--- src/rtl/pipe_hazard_ctrl.sv ---
// Pipeline hazard controller: load-use, memory-wait, multi-cycle-op and branch-flush handling.
// Stall/bubble/flush outputs are decoded combinationally from the FSM state and the current hazards.
module pipe_hazard_ctrl #(
  parameter int CNT_W = 16
) (
  input  logic             clk,
  input  logic             rst,
  input  logic [4:0]       ifid_rs1,
  input  logic [4:0]       ifid_rs2,
  input  logic             idex_MemRead,
  input  logic [4:0]       idex_rd,
  input  logic             md_start,
  input  logic             md_done,
  input  logic             exmem_Branch,
  input  logic             exmem_PC_branch,
  input  logic             mem_req,
  input  logic             mem_ready,
  output logic             pc_stall,
  output logic             ifid_stall,
  output logic             idex_stall,
  output logic             exmem_stall,
  output logic             ifid_bubble,
  output logic             idex_bubble,
  output logic             exmem_bubble,
  output logic             memwb_bubble,
  output logic             pc_sel_branch,
  output logic [1:0]       state,
  output logic [CNT_W-1:0] stall_cnt
);

  typedef enum logic [1:0] {RUN = 2'd0, MEMWAIT = 2'd1, MDWAIT = 2'd2} state_t;

  // Control word: {pc_sel_branch, pc/ifid/idex/exmem stall, ifid/idex/exmem/memwb bubble}
  localparam logic [8:0] CTL_NONE  = 9'b0_0000_0000;
  localparam logic [8:0] CTL_TAKEN = 9'b1_0000_1110;
  localparam logic [8:0] CTL_MEM   = 9'b0_1111_0001;
  localparam logic [8:0] CTL_MD    = 9'b0_1110_0010;
  localparam logic [8:0] CTL_LU    = 9'b0_1100_0100;

  state_t     st, st_nxt;
  logic [8:0] ctl;
  logic       taken, loaduse, mem_wait;

  assign taken    = exmem_Branch & exmem_PC_branch;
  assign loaduse  = idex_MemRead & (idex_rd != 5'd0) &
                    ((idex_rd == ifid_rs1) | (idex_rd == ifid_rs2));
  assign mem_wait = mem_req & ~mem_ready;

  always_comb begin
    ctl    = CTL_NONE;
    st_nxt = st;
    case (st)
      RUN: begin
        if (taken)
          ctl = CTL_TAKEN;
        else if (mem_wait) begin
          ctl    = CTL_MEM;
          st_nxt = MEMWAIT;
        end else if (md_start) begin
          // A result that is ready in the issue cycle needs no stall.
          if (!md_done) begin
            ctl    = CTL_MD;
            st_nxt = MDWAIT;
          end
        end else if (loaduse)
          ctl = CTL_LU;
      end
      MEMWAIT: begin
        if (!mem_ready)
          ctl = CTL_MEM;
        else begin
          st_nxt = RUN;
          if (taken) ctl = CTL_TAKEN;
        end
      end
      MDWAIT: begin
        // EX/MEM holds a bubble while waiting, so any branch flag there is stale.
        if (!md_done) ctl = CTL_MD;
        else          st_nxt = RUN;
      end
      default: st_nxt = RUN;
    endcase
  end

  assign {pc_sel_branch, pc_stall, ifid_stall, idex_stall, exmem_stall,
          ifid_bubble, idex_bubble, exmem_bubble, memwb_bubble} = ctl;
  assign state = st;

  always_ff @(posedge clk or posedge rst) begin
    if (rst) begin
      st        <= RUN;
      stall_cnt <= '0;
    end else begin
      st <= st_nxt;
      if (pc_stall && (stall_cnt != {CNT_W{1'b1}}))
        stall_cnt <= stall_cnt + CNT_W'(1);
    end
  end

endmodule
--- config.mk ---
export PLATFORM = sky130hd
export DESIGN_NAME = pipe_hazard_ctrl
export DESIGN_NICKNAME = d
export VERILOG_FILES = /design/src/rtl/pipe_hazard_ctrl.sv
export SDC_FILE = /design/constraint.sdc
export NUM_CORES = 1
export LEC_CHECK = 0
export CAP_MARGIN = 5
export CORE_UTILIZATION = 26
export CTS_CLUSTER_DIAMETER = 120
export DETAILED_ROUTE_END_ITERATION = 10
export GPL_TIMING_DRIVEN = 1
export MAX_ROUTING_LAYER = met4
export SYNTH_ARGS = -nofsm -noshare
export SYNTH_HDL_FRONTEND = slang
export SYNTH_SLANG_ARGS = --single-unit
--- constraint.sdc ---
create_clock -name clk -period 2.53 [get_ports clk]
set_input_delay 0.506 -clock clk [delete_from_list [all_inputs] [get_ports clk]]
set_output_delay 0.506 -clock clk [all_outputs]
set_load 0.05 [all_outputs]
### Word-level counts from Yosys, hierarchy flattened

Cells that the tools add are included.
Widths: inputs -> output; s select.

| cells by class | value |
|---|---|
| $add $sub $neg | 1 |
| equal/unequal tests | 10 |
| multiplexer cells | 15 |
| bitwise gates (word level) | 6 |
| reduce and logical (&&, ||, !) cells | 4 |

Operators with widths:

| operator | number |
|---|---|
| $mux 9 | 5 |
| $pmux 9 s3 | 1 |
| $add 16x1->16 const B | 1 |
| $mux 8 | 2 |
| $ne 16x16->1 const B | 1 |
| $mux 2 | 6 |
| $eq 5x5->1 | 2 |
| $ne 2x2->1 const B | 3 |
| $ne 3x3->1 const B | 2 |
| $pmux 2 s3 | 1 |
| $reduce_and 5->1 | 1 |
| $reduce_bool 5->1 | 1 |
| $and 1x1->1 | 4 |
| $eq 2x1->1 const B | 1 |
| $eq 2x2->1 const B | 1 |
| $logic_not 2->1 | 1 |
| $logic_and 1x1->1 | 1 |
| $not 1->1 | 1 |
| $or 1x1->1 | 1 |

| storage, ports and cells | value |
|---|---|
| bits in registers | 18 |
| input bits | 24 |
| output and inout bits | 27 |
| word-level logic and storage cells | 38 |

### Longest topological paths before layout

| depth | value |
|---|---|
| word-level depth | 9 |
| mapped depth | 8 |
| depth with buffers taken out | 7 |

### Worst setup path before layout

Ideal clock, no wire load.

| timing path | value |
|---|---|
| path type | input -> output |
| start point | input idex_rd[4] |
| end point | output idex_bubble |
| arrival | 2.779 ns |
| data required time | 2.024 ns |
| slack | -0.755 ns |
| stages | 5 |
| path buffers | 0 |
| cells stage by stage | xnor2_1 > nand3_1 > o22ai_1 > o211ai_1 > o41ai_1 |

| on the way | value |
|---|---|
| cells in the longest elaborated chain, start to end | 8 |
| elaborated cells between the ends (all ways) | 11 |
| classes of those cells | eq/ne (2); mux (5); bitwise (3); reduce/logical (1) |

RTL lines:

| what | line | text |
|---|---|---|
| start: declaration | 11 | `input logic [4:0] idex_rd,` |
| $eq 5x5->1 / $reduce_bool 5->1 (equally long branches) | 46, 45 |  |
| $or 1x1->1 / $and 1x1->1 (equally long branches) | 46, 45 |  |
| $and 1x1->1 * | 45 | `assign loaduse = idex_MemRead & (idex_rd != 5'd0) &` |
| $mux 8 * | 65 | `end else if (loaduse)` |
| $mux 9 * | 59 | `end else if (md_start) begin` |
| $mux 9 * | 56 | `else if (mem_wait) begin` |
| $mux 9 * | 54 | `if (taken)` |
| $pmux 9 s3 * | 52 | `case (st)` |
| end: declaration | 23 | `output logic idex_bubble,` |

Every way passes the cells marked *; elsewhere a longest branch is shown, timed or not.

### Final worst setup path

| timing path | value |
|---|---|
| start point | input ifid_rs1[4] |
| end point | output idex_bubble |

| on the way | value |
|---|---|
| cells in the longest elaborated chain, start to end | 8 |

RTL lines:

| what | line | text |
|---|---|---|
| start: declaration | 8 | `input logic [4:0] ifid_rs1,` |
| $eq 5x5->1 | 46 | `((idex_rd == ifid_rs1) \| (idex_rd == ifid_rs2));` |
| $or 1x1->1 | 46 |  |
| $and 1x1->1 | 45 |  |
| $mux 8 | 65 |  |
| $mux 9 | 59 |  |
| $mux 9 | 56 |  |
| $mux 9 | 54 |  |
| $pmux 9 s3 | 52 |  |

No other way between the ends.

==> results.json <==
{
  "status": "completed",
  "numPortBuffers": 50,
  "post-cts-setup-buffer-count": 0,
  "drt-total-wl_um": 2910,
  "yosys_warnings": 0,
  "viasPerCell": 4.69,
  "avgSynthCellArea_um2": 9.48,
  "fin_crit_sh_pct": 96.4,
  "cts.path.max_buffers": 2,
  "slowest_stage": "bufbuf_16",
  "p_leak_nw": 0.845,
  "drc": 0,
  "r2r_start": "stall_cnt[0]$_DFFE_PP0P_",
  "hold_viol_final": 0,
  "synth-edff-count": 0,
  "maxSlewViolCount": 0,
  "vias": 1083,
  "clk_pin_slew_ns": 0.06,
  "dr.pass1.iters": 4,
  "overflow": 0,
  "areaGrowthSynthToFinish_pct": 70.2,
  "r2r_cells": 9,
  "endpoint_kind": "output pin",
  "netlist-cell-type-count": 37,
  "worstSetupPathType": "in2out",
  "ys_seq_area_share_pct": 39.9,
  "fin_util_pct": 47.0,
  "start_util_pct": 27.6,
  "die_h_um": 67.9,
  "placedCellCount": 227,
  "hold_start": "stall_cnt[14]$_DFFE_PP0P_",
  "postRouteAntennaNets": 0,
  "clk_root_buffer_cell": "clkbuf_8",
  "setup_slack_ns": 0.0905,
  "synthCells": 119,
  "dieArea_mm2": 0.00461,
  "die_x_um": 67.9,
  "grt_pass1_vias": 1102,
  "nFillCells": 392,
  "layout_common_cells": "clkdlybuf4s50_1 (26), dfrtp_1 (17), buf_4 (12)",
  "fin_cells": 231,
  "layout_commonest_cell": "clkdlybuf4s50_1",
  "worst_pin_slew_ns": 0.672,
  "cp_data_required_time_ns": 2.02,
  "cp_cell_sequence": "dlygate4sd2_1 -> xnor2_1 -> nand3_1 -> o22ai_2 -> o211ai_1 -> o41ai_2 -> bufbuf_16",
  "grtUsageTotal_pct": 14.0,
  "cts_sinks": 18,
  "setup_violations": 0,
  "critPathArrivalTime_ns": 1.93,
  "powerDensity_mw_per_mm2": 745,
  "period_needed_ns": 2.44,
  "max_freq_ghz": 0.410,
  "synth_seq_cells": 18,
  "vdd_ir_drop_max_uv": 588,
  "grt_pass1_wl_um": 4730,
  "regArea_um2": 452,
  "skew_ns": 0.00346,
  "multi_input_area_um2": 668,
  "cts_buffers": 3,
  "gp_congestion": 0.781,
  "drtIter0Drc": 36,
  "relSlewSlack_pct": 55.2,
  "io_pins": 51,
  "grt_start_max_net_pins": 19,
  "timing.rr.end": "stall_cnt[6]$_DFFE_PP0P_",
  "coreArea_mm2": 0.00409,
  "synth_area_mm2": 0.00113,
  "diodes": 0,
  "rsz0062_at_grt": "yes",
  "ys_async_sr_fraction_pct": 100,
  "hp-class": "reg2reg",
  "num_rows": 23,
  "place_hpwl_um": 2340,
  "antenna_found_initial": 0,
  "clk_latency_ns": 0.26,
  "r2r_setup_slack_ns": 0.42,
  "drive_gt1_share_pct": 22.7,
  "total_power_mw": 1.43,
  "fin_nets": 207,
  "crit_path_start_kind": "primary input",
  "whs_endpoint": "stall_cnt[14]$_DFFE_PP0P_",
  "holdBufCountCts": 0,
  "max-cap-violations": 0,
  "ys.flop_type": "dfrtp_1",
  "cp_max_fo": 2,
  "pre_cts_ws_ns": -0.232,
  "hold_depth": 1,
  "h-tree-depth": 1,
  "routedWlPerCell_um": 12.6,
  "cp_slowest_stage_delay_ns": 0.33,
  "syn_nets": 144,
  "cts_tree": "yes"
}
-- cell usage after synthesis (all sizes together), types with 2 or more instances --
cell type	n	area share, %
dfrtp	18	40
xnor2	15	12
xor2	10	7.8
nand2	8	2.7
nand3	7	3.1
nor2	7	2.3
nor3	7	3.1
inv	6	2.0
a21oi	4	2.8
buf	4	3.0
nor2b	4	2.2
o21ai	4	1.8
nor4	3	2.2
nand2b	2	1.1
nand4	2	1.1
-- critical path, delay by kind of cell --
family / cells / cell delay (ns)
AO/OA/AOI/OAI: 3 / 0.54
XOR/XNOR: 1 / 0.19
buffers and inverters: 2 / 0.58
AND/OR/NAND/NOR: 1 / 0.11
-- worst max-delay path by stage --
stage	start	to	slack [ns]
finish	ifid_rs1[4]	idex_bubble	0.09
global route	idex_rd[2]	idex_bubble	-0.006
CTS	ifid_rs1[4]	idex_bubble	0.01
detailed placement	idex_rd[2]	idex_bubble	-0.23
global placement	idex_rd[1]	pc_stall	-0.17
floorplan	state[0]$_DFFE_PP0P_	memwb_bubble	-0.28
-- through the flow --
stage / area (µm²) / TNS, ns / hold WS (ns)
finish: 1920 / 0 / 0.500
global route: 1920 / -0.00627 / 0.513
CTS: 1920 / 0 / 0.501
detailed placement: 1830 / -1.71 / 0.488
global placement: 1830 / -1.39 / 0.481
floorplan: 1140 / -0.388 / 0.445
-- power by group --
group	switching (mW)	internal [mW]	leakage, nW
Clock	0.0947	0.112	0.0228
Sequential	0.0936	0.358	0.218
Combinational	0.464	0.307	0.604
-- state kept, by name, indices dropped and copies added (netlist names) --
signal     flops
stall_cnt     16
state          2
-- area by class of cell --
class	count	area share, %
Timing Repair Buffer	63	34.9
Sequential cell	18	23.5
Clock buffer	4	2.35
Inverter	6	1.17
Tap cell	50	3.26
Multi-Input combinational cell	90	34.8
-- cells by family (layout without fill, tap and decap cells) --
family / Yosys count / after routing / share of synthesized area, %
adders and majority gates: 1 / 1 / 1.11
and+or+nand+nor: 46 / 46 / 21.6
muxes: 1 / 1 / 0.998
buffers and inverters: 11 / 73 / 5.32
DFF: 18 / 18 / 39.9
xor gates and xnor gates: 25 / 25 / 19.4
AOI/OAI and AO/OA: 17 / 17 / 11.6
-- repair_timing --
item	CTS	global route
pin swaps	14	2
resized for setup	30	3
setup endpoints to repair	3	3
-- layer usage --
layer	routed length, µm	part of all wire [%]	up-vias	global-route usage (%)
li1	-	-	533	-
met1	1240	43	515	16.3
met2	1500	52	29	24.1
met3	108	3.7	6	3.17
met4	50	1.7	0	4.17
met5	0	0	-	-
Power figures use the tool's default switching activity.
